## src/rtl/chunk_subtractor.sv

```systemverilog
// Multi-cycle subtractor: computes a - b - bw one CHUNK-bit slice per clock,
// LSB slice first, with a valid/ready handshake on both sides.
module chunk_subtractor #(
    parameter int unsigned WIDTH = 32,
    parameter int unsigned CHUNK = 8   // WIDTH must be a multiple of CHUNK
) (
    input  logic             clk,
    input  logic             rst,
    input  logic [WIDTH-1:0] a_in,
    input  logic [WIDTH-1:0] b_in,
    input  logic             bw_in,
    input  logic             in_valid,
    output logic             in_ready,
    output logic [WIDTH-1:0] diff_out,
    output logic             bw_out,
    output logic             ovf_out,
    output logic             out_valid,
    input  logic             out_ready
);

    localparam int unsigned N     = WIDTH / CHUNK;
    localparam int unsigned CNT_W = (N > 1) ? $clog2(N) : 1;
    localparam logic [CNT_W-1:0] LAST = CNT_W'(N - 1);

    typedef enum logic [1:0] {
        IDLE = 2'd0,
        CALC = 2'd1,
        DONE = 2'd2
    } state_t;

    state_t           r_state;
    state_t           w_state_next;
    logic [WIDTH-1:0] r_a;
    logic [WIDTH-1:0] r_b;
    logic [WIDTH-1:0] r_diff;
    logic             r_borrow;
    logic             r_bw;
    logic             r_ovf;
    logic [CNT_W-1:0] r_cnt;

    logic             w_last;
    logic [CHUNK-1:0] w_a_slice;
    logic [CHUNK-1:0] w_b_slice;
    logic [CHUNK-1:0] w_d_slice;
    logic [CHUNK:0]   w_sub;
    logic             w_slice_borrow;

    assign w_last = (r_cnt == LAST);

    // Select the current operand slices and subtract with the running borrow.
    always_comb begin
        w_a_slice = '0;
        w_b_slice = '0;
        for (int k = 0; k < int'(N); k++) begin
            if (r_cnt == CNT_W'(k)) begin
                w_a_slice = r_a[k*CHUNK +: CHUNK];
                w_b_slice = r_b[k*CHUNK +: CHUNK];
            end
        end
        // One extra bit catches the borrow out of the slice.
        w_sub          = {1'b0, w_a_slice} - {1'b0, w_b_slice} - {{CHUNK{1'b0}}, r_borrow};
        w_d_slice      = w_sub[CHUNK-1:0];
        w_slice_borrow = w_sub[CHUNK];
    end

    // State register.
    always_ff @(posedge clk or posedge rst) begin
        if (rst) begin
            r_state <= IDLE;
        end else begin
            r_state <= w_state_next;
        end
    end

    // Next-state logic: one CALC edge per slice, DONE waits for out_ready.
    always_comb begin
        w_state_next = r_state;
        unique case (r_state)
            IDLE:    if (in_valid)  w_state_next = CALC;
            CALC:    if (w_last)    w_state_next = DONE;
            DONE:    if (out_ready) w_state_next = IDLE;
            default:                w_state_next = IDLE;
        endcase
    end

    // Datapath: capture operands on accept, build the result slice by slice.
    always_ff @(posedge clk or posedge rst) begin
        if (rst) begin
            r_a      <= '0;
            r_b      <= '0;
            r_diff   <= '0;
            r_borrow <= 1'b0;
            r_bw     <= 1'b0;
            r_ovf    <= 1'b0;
            r_cnt    <= '0;
        end else begin
            unique case (r_state)
                IDLE: begin
                    if (in_valid) begin
                        r_a      <= a_in;
                        r_b      <= b_in;
                        r_borrow <= bw_in;
                        r_cnt    <= '0;
                    end
                end
                CALC: begin
                    for (int k = 0; k < int'(N); k++) begin
                        if (r_cnt == CNT_W'(k)) begin
                            r_diff[k*CHUNK +: CHUNK] <= w_d_slice;
                        end
                    end
                    r_borrow <= w_slice_borrow;
                    r_cnt    <= r_cnt + 1'b1;
                    if (w_last) begin
                        r_bw  <= w_slice_borrow;
                        // Signed overflow: operand signs differ and result sign differs from a.
                        r_ovf <= (r_a[WIDTH-1] ^ r_b[WIDTH-1]) &
                                 (w_d_slice[CHUNK-1] ^ r_a[WIDTH-1]);
                    end
                end
                default: ;
            endcase
        end
    end

    assign in_ready  = (r_state == IDLE);
    assign out_valid = (r_state == DONE);
    assign diff_out  = r_diff;
    assign bw_out    = r_bw;
    assign ovf_out   = r_ovf;

endmodule

```

## config.mk

```make
export PLATFORM = sky130hd
export DESIGN_NAME = chunk_subtractor
export DESIGN_NICKNAME = d
export VERILOG_FILES = /design/src/rtl/chunk_subtractor.sv
export SDC_FILE = /design/constraint.sdc
export NUM_CORES = 1
export LEC_CHECK = 0
export ABC_AREA = 0
export CAP_MARGIN = 30
export CORE_MARGIN = 2
export CORE_UTILIZATION = 35
export DETAILED_ROUTE_END_ITERATION = 6
export PLACE_DENSITY_LB_ADDON = 0.05
export RECOVER_POWER = 25
export SLEW_MARGIN = 40
export SYNTH_ARGS = -nofsm -noshare
export SYNTH_HDL_FRONTEND = slang
export SYNTH_SLANG_ARGS = --single-unit
```

## constraint.sdc

```tcl
create_clock -name clk -period 8.1 [get_ports clk]
set_input_delay 2.43 -clock clk [delete_from_list [all_inputs] [get_ports clk]]
set_output_delay 2.43 -clock clk [all_outputs]
set_load 0.05 [all_outputs]
```

; Word level (Yosys, flattened, before mapping)
; Cells that the tools add are included.
[word_totals]
regBits = 103
output_inout_bits = 36
[classes]
n_addsub = 3
eq_ne = 8
n_mux = 16
bitwise_logic = 3
reduce_logical = 10
[ops]
columns = operator, n
row1 = 8-bit two-way mux, 8
row2 = 2-bit AND reduction, 6
row3 = 8-bit by 8-bit subtractor with 9-bit output, 1
row4 = 9-bit by 1-bit subtractor with 9-bit output, 1
row5 = 2-bit two-way mux, 4
row6 = 2-bit equality test (second input constant), 3
row7 = 2-bit one-hot mux with 3 select lines, 1
row8 = 2-bit by 1-bit equality test with 1-bit output (second input constant), 2
row9 = 2-bit zero test, 2
row10 = 2-bit != test (second input constant), 2
row11 = 2-bit one-hot mux with 2 select lines, 1
row12 = 3-bit AND reduction, 1
row13 = 2-bit by 1-bit adder with 2-bit output (second input constant), 1
row14 = 2-bit by 1-bit != test with 1-bit output (second input constant), 1
row15 = 1-bit one-hot mux with 2 select lines, 1
row16 = 2-bit nonzero test, 1
row17 = 1-bit XOR, 2
row18 = 1-bit AND, 1
row19 = 1-bit two-way mux, 1

; Logic depth before layout (Yosys ltp)
; Gate-level depths: netlist of run 1.
[depth]
depth_word = 9
depth_mapped = 19

; Least setup slack after synthesis of run 1
; Ideal clock, no wire load.
[synth_path]
path_kind = register -> output
from = register r_state[0]
to = output in_ready
t_arrival_ns = 1.088
path_slack_ns = 4.582
stages_incl_launch_ff = 2
cell_sequence = dfrtp_1 nor2_1
[synth_between]
elab_chain_len = 1
[synth_rtl]
columns = item, line
row1 = start: declaration, 31  ; state_t r_state;
row2 = start signal: assignment, 71  ; r_state <= w_state_next;
row3 = 2-bit zero test, 126  ; assign in_ready = (r_state == IDLE);
row4 = end: declaration, 13  ; output logic in_ready,
; No other way between the ends.

; Final worst setup path of run 1
[layout_path]
from = input in_valid
to = register r_borrow
[layout_between]
elab_chain_len = 2
[layout_rtl]
columns = item, line
row1 = start: declaration, 12  ; input logic in_valid,
row2 = 2-bit != test (no line), --
row3 = 2-bit AND reduction (no line), --
row4 = end signal: assignment, 102  ; r_borrow <= bw_in;
row5 = end signal: assignment, 112  ; r_borrow <= w_slice_borrow;
row6 = end: declaration, 36  ; logic r_borrow;
; No other way between the ends.
; A chain may end at the register's enable or synchronous reset.

==> results of run 1 <==
==> state kept, by name, indices dropped and copies added, names as in the netlist <==
name / cells
bw_out: 1
r_a: 32
r_borrow: 1
r_state: 2
r_cnt: 2
ovf_out: 1
diff_out: 32
r_b: 32
==> kinds of logic (layout without fill, tap and decap cells) <==
logic type	after synthesis	in the layout	share of synthesized area
buf+inv	49	144	0.03875
compound gates	92	92	0.1057
mux	7	7	0.01437
fa+ha+maj	18	18	0.04927
xor+xnor	5	5	0.01206
simple gates	312	312	0.2512
flops	103	103	0.5286
==> how the worst max path moves through the flow <==
stage	startpoint	end	cells after the start	slack [ns]
global placement	in_valid	r_borrow$_DFFE_PP0P_	5	3.68
CTS	r_state[0]$_DFFE_PP0P_	in_ready	2	3.81
floorplan	rst	bw_out$_DFFE_PP0P_	1	2.97
global route	in_valid	r_state[0]$_DFFE_PP0P_	4	2.38
detailed placement	rst	r_a[8]$_DFFE_PP0P_	3	3.97
finish	in_valid	r_borrow$_DFFE_PP0P_	6	2.65
==> area by class of cell <==
type,count,area [sq um]
clock buffers,10,239.0
clock inverters,6,107.6
fillers,1447,7308
inverters,18,68.82
multi-input cells,434,2115
flip-flops and latches,103,2577
well taps,180,225.2
repair buffers,110,1079
==> through the flow <==
step	worst slack, ns	cells	hold WS (ns)
2_1_floorplan	2.966	586	0.4369
3_3_place_gp	3.678	845	0.4560
3_5_place_dp	3.973	845	0.4583
6_report	2.654	861	0.4708
5_1_grt	2.380	861	0.5006
4_1_cts	3.814	861	0.4763
==> worst max-delay path, delay by kind of cell <==
| family | cells | cell delay, ns |
|---|---|---|
| simple gates | 3 | 0.44 |
| compound gates | 1 | 0.15 |
| buf+inv | 2 | 2.67 |
==> metal layers <==
metal  track usage  share of wire  vias up  wire length, um
met5             0              0        -                0
met4       0.05603          0.015        0              172
met1        0.2265           0.49     1806             5617
met2        0.2608           0.46       85             5306
met3       0.02247          0.039       13              453
li1              -              -     2044                -
==> Yosys cell counts (2+ instances only) <==
cell        n  share of area
nand2_1   265           0.20
dfrtp_1   103           0.53
o21ai_0    43          0.044
nor2_1     28          0.022
a21oi_1    25          0.026
clkbuf_1   24          0.018
inv_1      18          0.014
ha_1       16          0.041
o21ai_1     8         0.0082
mux2i_1     7          0.014
buf_1       5         0.0038
nand3b_1    4         0.0062
nand2b_1    3         0.0038
o21a_1      3         0.0046
xor2_1      3         0.0054
a21o_1      2         0.0031
a31oi_1     2         0.0026
and2_1      2         0.0026
fa_1        2         0.0082
nand3_1     2         0.0021
nor3b_1     2         0.0031
xnor2_2     2         0.0067
==> run_results.csv, run 1 <==
group,metric,value,unit
synth,synth_edf_count,0,
routing,num_vias,3948,
timing,skew,0.005036,ns
placed_design,io_buffers,104,
clock_network,cts_tree,"built",
clock_network,ctsResizeCount,0,
timing,min_period,5.446,ns
clock_network,post_cts_buffers,0,
placed_design,gp_congestion,0.7436,
timing,rsz0062_at_grt,"false",
timing,setup_tns,0,ns
global_routing,grt_pass1_wl,18780,um
synth,synth_top_flop_cell,"dfrtp_1",
worst_setup_path,crit_slowest_cell,"clkbuf_1",
floorplanning,fp-row-count,43,
timing,slew_violations,118,
synth,syn_area,4876,sq um
clock_network,path_clk_slew,0.06,ns
placed_design,placed_cell_area,6073,sq um
global_routing,grt_overflow_total,0,
layout,areaGrowthSynthToFinish,31.49,%
global_routing,grt_pass1_vias,3840,
routing,first_iter_violations,210,
worst_hold_path,hold_class,"reg2reg",
synth,synth.distinct_cells,39,
routing,ant_nets,0,
run,cap_violations,2,
floorplanning,dieArea,14890,sq um
layout,final_cell_mix,"nand2_1, dfrtp_1, clkdlybuf4s50_1",
global_routing,track_usage,0.1627,
worst_setup_path,path_cells,"dlygate4sd3_1 -> nand2_2 -> clkbuf_1 -> nand2_1 -> and3_1 -> a31oi_1",
run_status,outcome,"complete, but fails checks",
worst_setup_path,start_kind,"input port",
clock_network,cts_max_path_buffers,2,
run_status,failed_checks,"capacitance limit, slew limit",
floorplanning,die_y,122.0,um
routing,vias_per_cell,4.585,
worst_setup_path,crit_arrival,5.71,ns
clock_network,insertion_delay,0.34,ns
worst_setup_path,required,8.36,ns
worst_setup_path,reg2reg_depth,16,
layout,nets,763,
synth,synthesis.nets,673,
clock_network,root_buffer,"clkbuf_16",
clock_network,ctsHoldBuffers,0,
worst_setup_path,reg2reg_slack,4.09,ns
synth,syn_inst,586,
floorplanning,coreArea,13720,sq um
synth,async_flop_share,1.000,
routing,wl_per_cell,13.41,um
floorplanning,io_pins,105,
timing,tightest_slew,2.982,ns
layout,diodes,0,
worst_setup_path,crit_path_max_fanout,67,
clock_network,htree_num_levels,3,
timing,post-route-period-util,0.6724,
timing,hold_viol_final,0,
floorplanning,dieWidth,122.0,um
timing,maxClockFrequency,183.6,MHz
layout,design_area,6411,sq um
layout,final_layout_size_suffix_gt1_frac,0.03965,
timing,setup_viol,0,
placed_design,dpl.hpwl,8359,um
worst_setup_path,critPathMaxStageDelay,2.10,ns
synth,ys_warn_count,0,
global_routing,grt_max_degree,68,
worst_hold_path,min_path_cells,2,
worst_setup_path,crit_type,"in2reg",
worst_hold_path,hold_start,"r_a[1]$_DFFE_PP0P_",
worst_setup_path,reg2reg_from,"r_cnt[0]$_DFFE_PP0P_",
routing,drt-total-wl,11550,um
synth,synth.avg_cell_area,8.321,sq um
timing,slew_headroom,-0.9882,
synth,synth-seq-area-share,0.5286,
clock_network,cts_buffers,9,
worst_setup_path,end_kind,"flip-flop",
worst_hold_path,min_to,"r_a[1]$_DFFE_PP0P_",
synth,synth.ff_latch_count,103,
layout,post-route-util,0.4673,
routing,drt_pass1_iterations,4,
worst_setup_path,r2r_end,"diff_out[30]$_DFFE_PP0P_",
clock_network,cts_sinks,103,
routing,route.detailed.drc,0,
global_routing,antenna_found_initial,0,
layout,final_common_cell,"nand2_1",
floorplanning,floorplan.initialDensity,0.3554,
Power of run 1 is left out: the tool's default activity adds up to more than one toggle a clock period on the data nets, which glitch-free logic cannot reach.
==> inputs of run 2 (changes only) <==
clock period = 5.37 ns   (was 8.1 ns; I/O delays follow)
==> run_results.csv, run 2 (synthesis gave the netlist of run 1 again) <==
group,metric,value,unit
layout,areaGrowthSynthToFinish,30.64,%
routing,wl_per_cell,13.70,um
floorplanning,dieWidth,122.0,um
timing,hold_viol_final,0,
run_status,outcome,"complete, but fails checks",
routing,vias_per_cell,4.563,
layout,multi_input_area,2118,sq um
global_routing,grt_pass1_wl,19180,um
clock_network,post_cts_buffers,0,
layout,n_fill_cell,1426,
routing,drt-total-wl,11770,um
clock_network,htree_num_levels,3,
timing,rsz0062_at_grt,"false",
layout,seq_area,2577,sq um
worst_setup_path,reg2reg_depth,15,
global_routing,grt_overflow_total,0,
layout,final_layout_size_suffix_gt1_frac,0.03976,
timing,slew_headroom,-0.6475,
clock_network,cts_buffers,9,
worst_hold_path,hold_class,"reg2reg",
run_status,failed_checks,"capacitance limit, slew limit",
global_routing,grt_max_degree,67,
layout,final_cell_mix,"nand2_1, dfrtp_1, clkdlybuf4s50_1",
worst_setup_path,crit_slowest_cell,"inv_1",
timing,setup_viol,0,
timing,skew,0.008327,ns
worst_setup_path,crit_path_max_fanout,66,
worst_setup_path,crit_arrival,3.92,ns
clock_network,cts_max_path_buffers,2,
worst_hold_path,min_to,"r_a[5]$_DFFE_PP0P_",
timing,min_period,3.977,ns
timing,slew_violations,67,
worst_setup_path,critical-path-top-delay-family,"buffers and inverters",
placed_design,gp_congestion,0.8507,
floorplanning,io_pins,105,
layout,final_common_cell,"nand2_1",
timing,maxClockFrequency,251.4,MHz
global_routing,grt_pass1_vias,3871,
worst_setup_path,reg2reg_from,"r_cnt[0]$_DFFE_PP0P_",
worst_setup_path,path_cells,"dlygate4sd3_1 -> inv_1",
worst_setup_path,start_kind,"input port",
clock_network,ctsHoldBuffers,0,
clock_network,cts_tree,"built",
clock_network,insertion_delay,0.35,ns
floorplanning,dieArea,14890,sq um
worst_setup_path,required,5.31,ns
worst_setup_path,critPathMaxStageDelay,1.74,ns
placed_design,dpl.hpwl,8743,um
worst_setup_path,r2r_end,"diff_out[6]$_DFFE_PP0P_",
clock_network,cts_sinks,103,
global_routing,track_usage,0.1666,
worst_setup_path,end_kind,"async pin",
routing,drt_pass1_iterations,4,
layout,nets,761,
layout,diodes,0,
global_routing,antenna_found_initial,0,
clock_network,path_clk_slew,0.07,ns
timing,tightest_slew,2.469,ns
worst_setup_path,crit_type,"in2async",
routing,num_vias,3920,
floorplanning,floorplan.initialDensity,0.3554,
timing,setup_tns,0,ns
clock_network,root_buffer,"clkbuf_16",
placed_design,io_buffers,104,
worst_setup_path,critPathBufInv,2,
routing,route.detailed.drc,0,
floorplanning,coreArea,13720,sq um
floorplanning,fp-row-count,43,
floorplanning,die_y,122.0,um
clock_network,ctsResizeCount,0,
routing,first_iter_violations,213,
timing,post-route-period-util,0.7407,
worst_hold_path,min_path_cells,2,
worst_hold_path,hold_start,"r_a[5]$_DFFE_PP0P_",
run,cap_violations,1,
worst_setup_path,reg2reg_slack,1.47,ns
routing,ant_nets,0,
run 2: cell types whose count changed in the layout (fill, tap and decap cells not counted), moves of 2 or more:
cell,delta
dlygate4sd3_1,-2
ha_1,-2
clkdlybuf4s50_1,+2
bufinv_16,-2
ha_2,+2
clkbuf_8,+2
run 2: worst max path at each step:
stage                          from                       end  slack (ns)  cells after the start
3_3_place_gp   r_cnt[1]$_DFFE_PP0P_  diff_out[14]$_DFFE_PP0P_        1.33                     15
3_5_place_dp   r_cnt[0]$_DFFE_PP0P_   diff_out[6]$_DFFE_PP0P_        1.49                     15
2_1_floorplan                   rst        bw_out$_DFFE_PP0P_        1.06                      1
5_1_grt                         rst       r_a[10]$_DFFE_PP0P_        0.79                      2
4_1_cts        r_cnt[0]$_DFFE_PP0P_   diff_out[6]$_DFFE_PP0P_        1.47                     15
6_report                        rst       r_a[10]$_DFFE_PP0P_        1.39                      2
run 2: routing by layer:
| metal | part of all wire | global-route usage | routed length, um | vias up |
|---|---|---|---|---|
| li1 | - | - | - | 2044 |
| met1 | 0.49 | 0.2290 | 5741 | 1780 |
| met2 | 0.45 | 0.2608 | 5285 | 84 |
| met3 | 0.043 | 0.02949 | 501 | 12 |
| met4 | 0.021 | 0.06753 | 243 | 0 |
| met5 | 0 | 0 | 0 | - |
run 2: layout make-up:
class                           count  share of cell area
Sequential cell                   103              0.4046
Multi-Input combinational cell    434              0.3325
Timing Repair Buffer              108              0.1681
Clock buffer                       13             0.04243
Tap cell                          180             0.03536
Inverter                           18             0.01061
Clock inverter                      3            0.006286
run 2: per-stage QoR:
step           area, sq um  setup WS, ns  std cells  hold WS [ns]    util
2_1_floorplan         4876         1.055        586        0.4369       -
3_3_place_gp          6057         1.333        843        0.4594  0.4415
5_1_grt               6370        0.7891        859        0.4991  0.4643
6_report              6370         1.393        859        0.4762  0.4643
4_1_cts               6375         1.468        859        0.4804  0.4647
3_5_place_dp          6065         1.492        843        0.4633  0.4420
Power of run 2 is left out for the same reason.
